--- config.mk ---
export PLATFORM = sky130hd
export DESIGN_NAME = alu_control_seq
export DESIGN_NICKNAME = d
export VERILOG_FILES = /design/src/rtl/alu_ctrl_pkg.sv /design/src/rtl/alu_funct_decode.sv /design/src/rtl/alu_control_seq.sv
export SDC_FILE = /design/constraint.sdc
export NUM_CORES = 1
export LEC_CHECK = 0
export ABC_CLOCK_PERIOD_IN_PS = 1900
export CORE_UTILIZATION = 46
export DETAILED_ROUTE_END_ITERATION = 10
export PLACE_DENSITY_LB_ADDON = 0.2
export RECOVER_POWER = 50
export SYNTH_ARGS = -nofsm -noshare
export SYNTH_HDL_FRONTEND = slang
export SYNTH_SLANG_ARGS = --single-unit
--- constraint.sdc ---
create_clock -name clk -period 1.9 [get_ports clk]
set_clock_uncertainty 0.15 [all_clocks]
set_input_delay 0.19 -clock clk [delete_from_list [all_inputs] [get_ports clk]]
set_output_delay 0.19 -clock clk [all_outputs]
set_load 0.05 [all_outputs]
--- src/rtl/alu_ctrl_pkg.sv ---
// Shared encodings for the multicycle MIPS ALU control unit: ALUOp classes,
// funct codes, ALU selector values, mul-div op and FSM state types.
package alu_ctrl_pkg;

  // ALUOp classes driven by the main control FSM
  localparam logic [2:0] AluOpAdd   = 3'b000;
  localparam logic [2:0] AluOpSub   = 3'b001;
  localparam logic [2:0] AluOpFunct = 3'b010;
  localparam logic [2:0] AluOpXor   = 3'b011;
  localparam logic [2:0] AluOpAnd   = 3'b100;
  localparam logic [2:0] AluOpSlt   = 3'b101;

  // R-type funct field values
  localparam logic [5:0] FnAdd   = 6'h20;
  localparam logic [5:0] FnAddu  = 6'h21;
  localparam logic [5:0] FnSub   = 6'h22;
  localparam logic [5:0] FnSubu  = 6'h23;
  localparam logic [5:0] FnAnd   = 6'h24;
  localparam logic [5:0] FnXor   = 6'h26;
  localparam logic [5:0] FnSlt   = 6'h2a;
  localparam logic [5:0] FnMult  = 6'h18;
  localparam logic [5:0] FnMultu = 6'h19;
  localparam logic [5:0] FnDiv   = 6'h1a;
  localparam logic [5:0] FnDivu  = 6'h1b;
  localparam logic [5:0] FnBreak = 6'h0d;

  // ALU selector (Saida) values
  localparam logic [2:0] SelLoadA = 3'b000;
  localparam logic [2:0] SelAdd   = 3'b001;
  localparam logic [2:0] SelSub   = 3'b010;
  localparam logic [2:0] SelAnd   = 3'b011;
  localparam logic [2:0] SelXor   = 3'b110;
  localparam logic [2:0] SelSlt   = 3'b111;

  typedef enum logic [1:0] {
    MdMult  = 2'b00,
    MdMultu = 2'b01,
    MdDiv   = 2'b10,
    MdDivu  = 2'b11
  } md_op_e;

  typedef enum logic [0:0] {
    StIdle   = 1'b0,
    StMulDiv = 1'b1
  } state_e;

  // Counter width able to hold (max cycles - 1); at least one bit
  function automatic int unsigned cnt_width(input int unsigned a, input int unsigned b);
    int unsigned m;
    m = (a > b) ? a : b;
    return ($clog2(m) > 0) ? $clog2(m) : 1;
  endfunction

endpackage

--- src/rtl/alu_funct_decode.sv ---
// Combinational ALUOp/Funct decoder: ALU selector, overflow enable,
// mul-div detection and op, and BREAK detection.
module alu_funct_decode
  import alu_ctrl_pkg::*;
#(
  parameter int unsigned SEL_W   = 3,
  parameter int unsigned FUNCT_W = 6,
  parameter int unsigned OP_W    = 3
) (
  input  logic [OP_W-1:0]    alu_op,
  input  logic [FUNCT_W-1:0] funct,
  output logic [SEL_W-1:0]   saida,
  output logic               ovf_en,
  output logic               is_muldiv,
  output md_op_e             md_op,
  output logic               is_break
);

  // Compare on zero-extended copies so any field width works against the constants
  logic [31:0] op_x;
  logic [31:0] fn_x;
  logic [2:0]  sel;

  assign op_x  = 32'(alu_op);
  assign fn_x  = 32'(funct);
  assign saida = SEL_W'(sel);

  // Decode operation class and, for R-type, the funct field
  always_comb begin
    sel       = SelLoadA;
    ovf_en    = 1'b0;
    is_muldiv = 1'b0;
    md_op     = MdMult;
    is_break  = 1'b0;
    case (op_x)
      32'(AluOpAdd): sel = SelAdd;
      32'(AluOpSub): sel = SelSub;
      32'(AluOpXor): sel = SelXor;
      32'(AluOpAnd): sel = SelAnd;
      32'(AluOpSlt): sel = SelSlt;
      32'(AluOpFunct): begin
        case (fn_x)
          32'(FnAdd): begin
            sel    = SelAdd;
            ovf_en = 1'b1;
          end
          32'(FnAddu): sel = SelAdd;
          32'(FnSub): begin
            sel    = SelSub;
            ovf_en = 1'b1;
          end
          32'(FnSubu): sel = SelSub;
          32'(FnAnd):  sel = SelAnd;
          32'(FnXor):  sel = SelXor;
          32'(FnSlt):  sel = SelSlt;
          32'(FnMult): begin
            is_muldiv = 1'b1;
            md_op     = MdMult;
          end
          32'(FnMultu): begin
            is_muldiv = 1'b1;
            md_op     = MdMultu;
          end
          32'(FnDiv): begin
            is_muldiv = 1'b1;
            md_op     = MdDiv;
          end
          32'(FnDivu): begin
            is_muldiv = 1'b1;
            md_op     = MdDivu;
          end
          32'(FnBreak): is_break = 1'b1;
          default: sel = SelLoadA;
        endcase
      end
      default: sel = SelLoadA;
    endcase
  end

endmodule

--- src/rtl/alu_control_seq.sv ---
// Registered ALU control unit: single-cycle decode with Done pulse, multi-cycle
// MULT/DIV sequencing with Busy/Done handshake, and a sticky Break flag.
module alu_control_seq
  import alu_ctrl_pkg::*;
#(
  parameter int unsigned SEL_W       = 3,
  parameter int unsigned FUNCT_W     = 6,
  parameter int unsigned OP_W        = 3,
  parameter int unsigned MULT_CYCLES = 32,
  parameter int unsigned DIV_CYCLES  = 32
) (
  input  logic               clk,
  input  logic               reset,
  input  logic               Start,
  input  logic [FUNCT_W-1:0] Funct,
  input  logic [OP_W-1:0]    ALUOp,
  input  logic               BreakClr,
  output logic               Ready,
  output logic [SEL_W-1:0]   Saida,
  output logic               OvfEn,
  output logic               MdStart,
  output logic [1:0]         MdOp,
  output logic               Busy,
  output logic               Done,
  output logic               Break
);

  localparam int unsigned CNT_W = cnt_width(MULT_CYCLES, DIV_CYCLES);
  localparam logic [CNT_W-1:0] MultLoad = CNT_W'(MULT_CYCLES - 1);
  localparam logic [CNT_W-1:0] DivLoad  = CNT_W'(DIV_CYCLES - 1);

  state_e             state_q, state_d;
  logic [CNT_W-1:0]   cnt_q, cnt_d;
  logic [SEL_W-1:0]   saida_q, saida_d;
  logic               ovf_q, ovf_d;
  logic               mdstart_q, mdstart_d;
  md_op_e             mdop_q, mdop_d;
  logic               busy_q, busy_d;
  logic               done_q, done_d;
  logic               break_q, break_d;

  logic [SEL_W-1:0]   dec_saida;
  logic               dec_ovf;
  logic               dec_is_muldiv;
  md_op_e             dec_md_op;
  logic               dec_is_break;

  logic               accept;
  logic               cnt_last;

  alu_funct_decode #(
    .SEL_W   (SEL_W),
    .FUNCT_W (FUNCT_W),
    .OP_W    (OP_W)
  ) u_decode (
    .alu_op    (ALUOp),
    .funct     (Funct),
    .saida     (dec_saida),
    .ovf_en    (dec_ovf),
    .is_muldiv (dec_is_muldiv),
    .md_op     (dec_md_op),
    .is_break  (dec_is_break)
  );

  assign accept   = Start && (state_q == StIdle);
  // Counter reaching zero on this edge ends the sequence: N cycles Start-to-Done
  assign cnt_last = (cnt_q == CNT_W'(1));

  // State register
  always_ff @(posedge clk or negedge reset) begin
    if (!reset) begin
      state_q <= StIdle;
    end else begin
      state_q <= state_d;
    end
  end

  // Next-state logic
  always_comb begin
    state_d = state_q;
    unique case (state_q)
      StIdle:   if (accept && dec_is_muldiv) state_d = StMulDiv;
      StMulDiv: if (cnt_last) state_d = StIdle;
      default:  state_d = StIdle;
    endcase
  end

  // Next values of registered outputs and the cycle counter
  always_comb begin
    saida_d   = saida_q;
    ovf_d     = ovf_q;
    mdstart_d = 1'b0;
    mdop_d    = mdop_q;
    busy_d    = busy_q;
    done_d    = 1'b0;
    cnt_d     = cnt_q;
    // Clear loses to a same-cycle set, applied below
    break_d   = break_q && !BreakClr;
    unique case (state_q)
      StIdle: begin
        if (accept) begin
          if (dec_is_muldiv) begin
            mdop_d    = dec_md_op;
            mdstart_d = 1'b1;
            busy_d    = 1'b1;
            saida_d   = '0;
            ovf_d     = 1'b0;
            cnt_d     = dec_md_op[1] ? DivLoad : MultLoad;
          end else begin
            saida_d = dec_saida;
            ovf_d   = dec_ovf;
            done_d  = 1'b1;
            if (dec_is_break) break_d = 1'b1;
          end
        end
      end
      StMulDiv: begin
        if (cnt_last) begin
          done_d = 1'b1;
          busy_d = 1'b0;
          cnt_d  = '0;
        end else begin
          cnt_d = cnt_q - CNT_W'(1);
        end
      end
      default: ;
    endcase
  end

  // Output and counter registers
  always_ff @(posedge clk or negedge reset) begin
    if (!reset) begin
      cnt_q     <= '0;
      saida_q   <= '0;
      ovf_q     <= 1'b0;
      mdstart_q <= 1'b0;
      mdop_q    <= MdMult;
      busy_q    <= 1'b0;
      done_q    <= 1'b0;
      break_q   <= 1'b0;
    end else begin
      cnt_q     <= cnt_d;
      saida_q   <= saida_d;
      ovf_q     <= ovf_d;
      mdstart_q <= mdstart_d;
      mdop_q    <= mdop_d;
      busy_q    <= busy_d;
      done_q    <= done_d;
      break_q   <= break_d;
    end
  end

  assign Ready   = (state_q == StIdle);
  assign Saida   = saida_q;
  assign OvfEn   = ovf_q;
  assign MdStart = mdstart_q;
  assign MdOp    = mdop_q;
  assign Busy    = busy_q;
  assign Done    = done_q;
  assign Break   = break_q;

endmodule

==> run metrics, run 1 <==
Gate Count Post-Synth=86; CP required=between 1.5 and 2 ns; logic gate share of total power=35.2%; Cell Area, Synth=857.1 um^2; CORE AREA=0.001745 mm^2; Initial Util=49.10%; DRT antenna net count=0; first-pass GRT wire length=3243 um; RSZ-0062 raised after global routing=false; Max-Cap Viols=0; CTS tree=done; Setup TNS=0 ns; sequential share of power=46.4%; Pint=615.3 uW; post-CTS setup buffer count=0; Final WS setup=0.09802 ns; design area=0.001164 mm^2; Routed WL per cell=13.61 um; syn avg cell area=9.966 um^2; vias per cell=5.296; die area=0.002040 mm^2; Rel. slew slack=45.92%; CP max stage delay=roughly 0.81 ns; CP max-delay cell=clkdlybuf4s50_1; CTS H-tree depth=1; Yosys Warn Count=0; vias in the first global route=between 600 and 700; # hold bufs at CTS=0; gr usage total=between 20 and 25%; clock buffer depth=2; Routed WL=1932 um; cells along the critical path=clkdlybuf4s50_1; Clk pwr share=18.4%; antenna violations before repair=0; cell taking the most area after synthesis=dfrtp_1; DP Area=approximately 0.0012 mm^2; die height=45.17 um; Die X=45.17 um; post-DP HPWL=1533 um; layout filler cell count=between 150 and 200; Root Driver=clkbuf_4; switching part of the total=36.16%; critical path class=flip-flop to output pin; IO Port Bufs=23; grt ovf=0; largest net degree at the start of global routing=17; Leak=a little over 0.0005 uW; CP Buf/Inv Count=1; Final Hold Fails=0; critical path's top delay family=buffers and inverters; top post-synthesis cells by area=dfrtp_1 (47%), a32o_1 (4.7%), inv_1 (4.4%); TritonCTS Sinks=16; layout cells sized above 1=about 13%; Ports=24; Worst Setup Start Kind=flip-flop; Final Critical Period=1.802 ns; Slew @ Worst Pin=0.8111 ns; Post-layout nets=134; Detailed Routing Iterations Pass 1=4; Layout area overhead=35.77%; Hold Path Class=input pin to flip-flop; Row Count=15; status=finished clean; TritonCTS Buffers=3; Worst-Skew Late Latency=0.28 ns; PostCTS Resize Cnt=0; detailed router's first-iteration violation count=21; Ant. Diodes=0; sequential element share of the synthesized area=a little under half; Tcrit/Tclk final=94.84%; CP Data Arrival Time=1.46 ns; Power Density=828.2 mW/mm^2; Worst-path clk slew=approximately 0.090 ns; Setup WS pre-CTS=about 0.0011 ns; Max FO, Critical Path=2; fin. max-slew vios=0; Yosys cell types=33; final number of setup-violating endpoints=0; syn nets=slightly above 100; crit path capture type=output pin; fmax=554.9 MHz; Worst VDD drop=0.0005017 V; post-synth top area share=46.72%; NetSw=348.5 uW; via count=752; #FFs+latches synth=16; drc violations=0; gp weighted congestion=0.8672
## sequential cells by signal, summed over array words and instances (netlist names)
signal and count:
state_q 1, cnt_q 5, Break 1, Saida 3, Busy 1, MdStart 1, OvfEn 1, MdOp 2
Done 1
## stage by stage
step / instances / utilization [%] / power [uW] / hold WS, ns
6_report: 142 / 66.67 / 963.8 / 0.3338
5_1_grt: 142 / 66.67 / 1038 / 0.3208
4_1_cts: 142 / 67.74 / 979.4 / 0.06350
3_5_place_dp: 139 / 66.45 / 798.1 / 0.3420
3_3_place_gp: 139 / 66.45 / 782.7 / 0.3354
2_1_floorplan: 86 / - / 664.4 / -0.2556
## area by class of cell
cell class                 count  area [um^2]  share of cell area, %
tap                           25        31.28                  2.688
clock buffer                   3        22.52                  1.935
timing repair buffer          30        276.5                  23.76
sequential                    16        400.4                  34.41
inverter                      10        37.54                  3.226
multi-input combinational     58        395.4                  33.98
## cells in the mapped netlist (all sizes together)
cell type and instances:
a41oi 1, ha 2, clkbuf 2, dfrtp 16
mux2 2, nand2 6, xor2 2, inv 10
nor3b 3, a32o 4, o22ai 1, a21boi 1
nor2b 2, a22oi 1, a41o 1, o21ai 1
nor4b 1, nor2 10, o31ai 2, a221oi 2
and3 2, or2 1, nand2b 1, xnor2 2
a21oi 4, a31oi 1, nand3 1, nand4 1
nor3 1, a211oi 2
## worst paths after layout
check / from / end / slack, ns / depth (start not counted)
worst max-delay path: Busy / Busy / 0.1 / 1
worst min-delay path: BreakClr / Break / 0.33 / 2
worst max register to register: state_q / Done / 0.38 / 4
worst min register to register: Saida[2] / Saida[2] / 0.36 / 1
max in group asynchronous: reset / cnt_q[4] / 0.75 / 2
min in group asynchronous: reset / MdStart / 0.35 / 2
## per-layer routing
layer  wire, um  vias to the layer above  GRT usage [%]
li1           -                      378              -
met1        923                      346          32.23
met2        898                       28          32.75
met3        110                        0          7.600
met4          0                        0          5.455
met5          0                        -              0
## power groups by stage
stage | sequential, uW | combinational [uW] | clock (uW)
after CTS | 448 | 345 | 186
final | 447 | 340 | 177
after global placement | 449 | 333 | 0
after global routing | 456 | 379 | 203
after floorplan | 503 | 161 | 0
after detailed placement | 454 | 344 | 0
## cells in the final DEF (no fill, tap or decap), drive strengths merged, types with 2 or more instances in the layout
cell type,instances
buf,7
a21oi,4
nand2,6
dlygate4sd3,2
a32o,4
o31ai,2
and3,2
nor3b,3
mux2,2
clkbuf,4
ha,2
a221oi,2
a211oi,2
clkdlybuf4s50,20
nor2,10
xor2,2
xnor2,2
nor2b,2
dfrtp,16
inv,10
## logic make-up after synthesis
logic type	count (synthesis)	share of synthesized area (%)
adders and majority gates	2	2.919
buffers and inverters	12	5.401
DFF	16	46.71
xor gates and xnor gates	4	4.088
AOI/OAI and AO/OA	21	18.98
muxes	2	2.628
and+or+nand+nor	29	19.27
(Power assumes the default switching activity.)
==> run 2: changes to the inputs <==
- CORE_MARGIN: unset -> 2
- SETUP_SLACK_MARGIN: unset -> 0.3
==> run 2 against run 1 <==
Effect of this change: combinational power increased by 8.8%; non-clock buffer count increased by 2; clock-buffer cell count increased by 1; first-iteration DRC count decreased by 24%; sequential power about the same; sequential cell count unchanged; setup slack improved by 0.094 ns.
==> run metrics, run 2 (synthesis gave the netlist of run 1 again) <==
status=finished clean; gr usage total=19.98%; CP Launch Point=Funct[2]; TritonCTS Buffers=3; Detailed Routing Iterations Pass 1=4; Ant. Diodes=0; Clk pwr share=between 20 and 25%; via count=780; CP max stage delay=0.42 ns; Setup WS pre-CTS=-0.03135 ns; CP Data Arrival Time=1.75 ns; Tcrit/Tclk final=89.88%; commonest non-fill, non-tap cell in the layout=dfrtp_1; final number of setup-violating endpoints=0; Max FO, Critical Path=5; Ports=24; Routed WL=~2000 um; area of the multi-input gates=415.4 um^2; max reg flops=5; vias in the first global route=731; RR Startpoint=state_q; Pint=663.9 uW; HP Start=BreakClr; # hold bufs at CTS=0; layout cells sized above 1=19.17%; largest net degree at the start of global routing=17; RSZ-0062 raised after global routing=true; Die X=47.17 um; CTS H-tree depth=1; Hold Path Class=input pin to flip-flop; most frequent cells in the layout=dfrtp_1 (16), nor2_1 (10), clkdlybuf4s50_1 (10); crit path capture type=flip-flop; vias per cell=5.379; IO Port Bufs=23; die area=about 0.0022 mm^2; Worst Hold Path Cells=2; Worst-Skew Late Latency=around 0.28 ns; clock buffer depth=2; Leak=0.0005704 uW; Power Density=867.8 mW/mm^2; FF-to-FF setup slack=0.27 ns; TritonCTS Sinks=16; cells along the critical path=clkdlybuf4s50_1 > nor4b_1 > and3_4 > a21oi_2 > a211oi_2; Initial Util=49.10%; grt ovf=0; logic gate share of total power=approximately 35%; Worst VDD drop=0.0005634 V; CP required=around 1.9 ns; post-DP HPWL=1468 um; Slew @ Worst Pin=roughly 0.84 ns; Final Critical Period=1.708 ns; power consumption=1046 uW; Reg2Reg Capture Point=Done; Worst-path clk slew=0.10 ns; Final WS setup=a little under 0.2 ns; CTS tree=done; Layout area overhead=40.58%; NetSw=381.7 uW; gp weighted congestion=0.8157; worst reg-to-reg path cell count=4; sequential share of power=42.8%; DRT antenna net count=0; Row Count=15; first-pass GRT wire length=approximately 3000 um; CP max-delay cell=clkdlybuf4s50_1; layout filler cell count=between 100 and 150; critical path class=input pin to flip-flop; Worst Hold End=Break; Final Hold Fails=0; Rel. slew slack=44.01%; fin. max-slew vios=0; Post-layout nets=136; Max-Cap Viols=0; detailed router's first-iteration violation count=16; Biggest register=cnt_q; register area=roughly 400 um^2; Routed WL per cell=around 14 um; switching part of the total=36.50%; Root Driver=clkbuf_4; fmax=just under 600 MHz; CORE AREA=0.001745 mm^2; die height=~47 um; drc violations=0; Worst Setup Start Kind=input pin; antenna violations before repair=0
==> run 2: cell type report <==
cell class	count	share of cell area, %
clock buffer	4	3.011
inverter	10	3.427
multi-input combinational	58	34.48
sequential	16	33.23
tap	25	2.596
timing repair buffer	32	23.26
==> run 2: metal layers <==
layer	routed length, um	GRT usage [%]	vias up
met5	0	0	-
met4	13	9.444	0
met3	88	4.615	2
met2	943	31.23	23
met1	961	26.13	378
li1	-	-	377
==> run 2: how the worst max path moves through the flow <==
| stage | cells past startpoint | slack, ns | endpoint |
|---|---|---|---|
| 5_1_grt | 5 | 0.15 | cnt_q[2] |
| 6_report | 5 | 0.19 | cnt_q[0] |
| 4_1_cts | 5 | 0.30 | cnt_q[3] |
| 2_1_floorplan | 5 | 0.30 | Done |
| 3_3_place_gp | 5 | 0.06 | Done |
| 3_5_place_dp | 5 | -0.03 | cnt_q[0] |
==> run 2: through the flow <==
step | setup TNS, ns | std cells | area (um^2) | hold WS (ns) | util, %
after floorplan | 0 | 86 | 864.6 | -0.2556 | -
after global placement | 0 | 140 | 1175 | 0.3427 | 67.31
after detailed placement | -0.03135 | 140 | 1175 | 0.3421 | 67.31
after CTS | 0 | 144 | 1204 | 0.06372 | 68.96
after global routing | 0 | 145 | 1205 | 0.3116 | 69.03
final | 0 | 145 | 1205 | 0.3191 | 69.03
==> run 2: critical path, delay by kind of cell <==
kind / cells / cell delay, ns
AND/OR/NAND/NOR: 2 / 0.73
buffers and inverters: 1 / 0.42
AO/OA/AOI/OAI: 2 / 0.41
==> run 2: power groups by stage <==
stage | clock network, uW | registers (uW) | logic (uW)
after global routing | 248 | 458 | 399
after detailed placement | 0 | 455 | 353
after CTS | 233 | 447 | 354
after floorplan | 0 | 505 | 163
after global placement | 0 | 451 | 343
final | 228 | 448 | 370
==> run 2: repair_timing <==
item,CTS,global route
buffers inserted,0,1
pin swaps,0,2
setup endpoints to repair,11,4
resized for setup,11,3
cloned,0,0
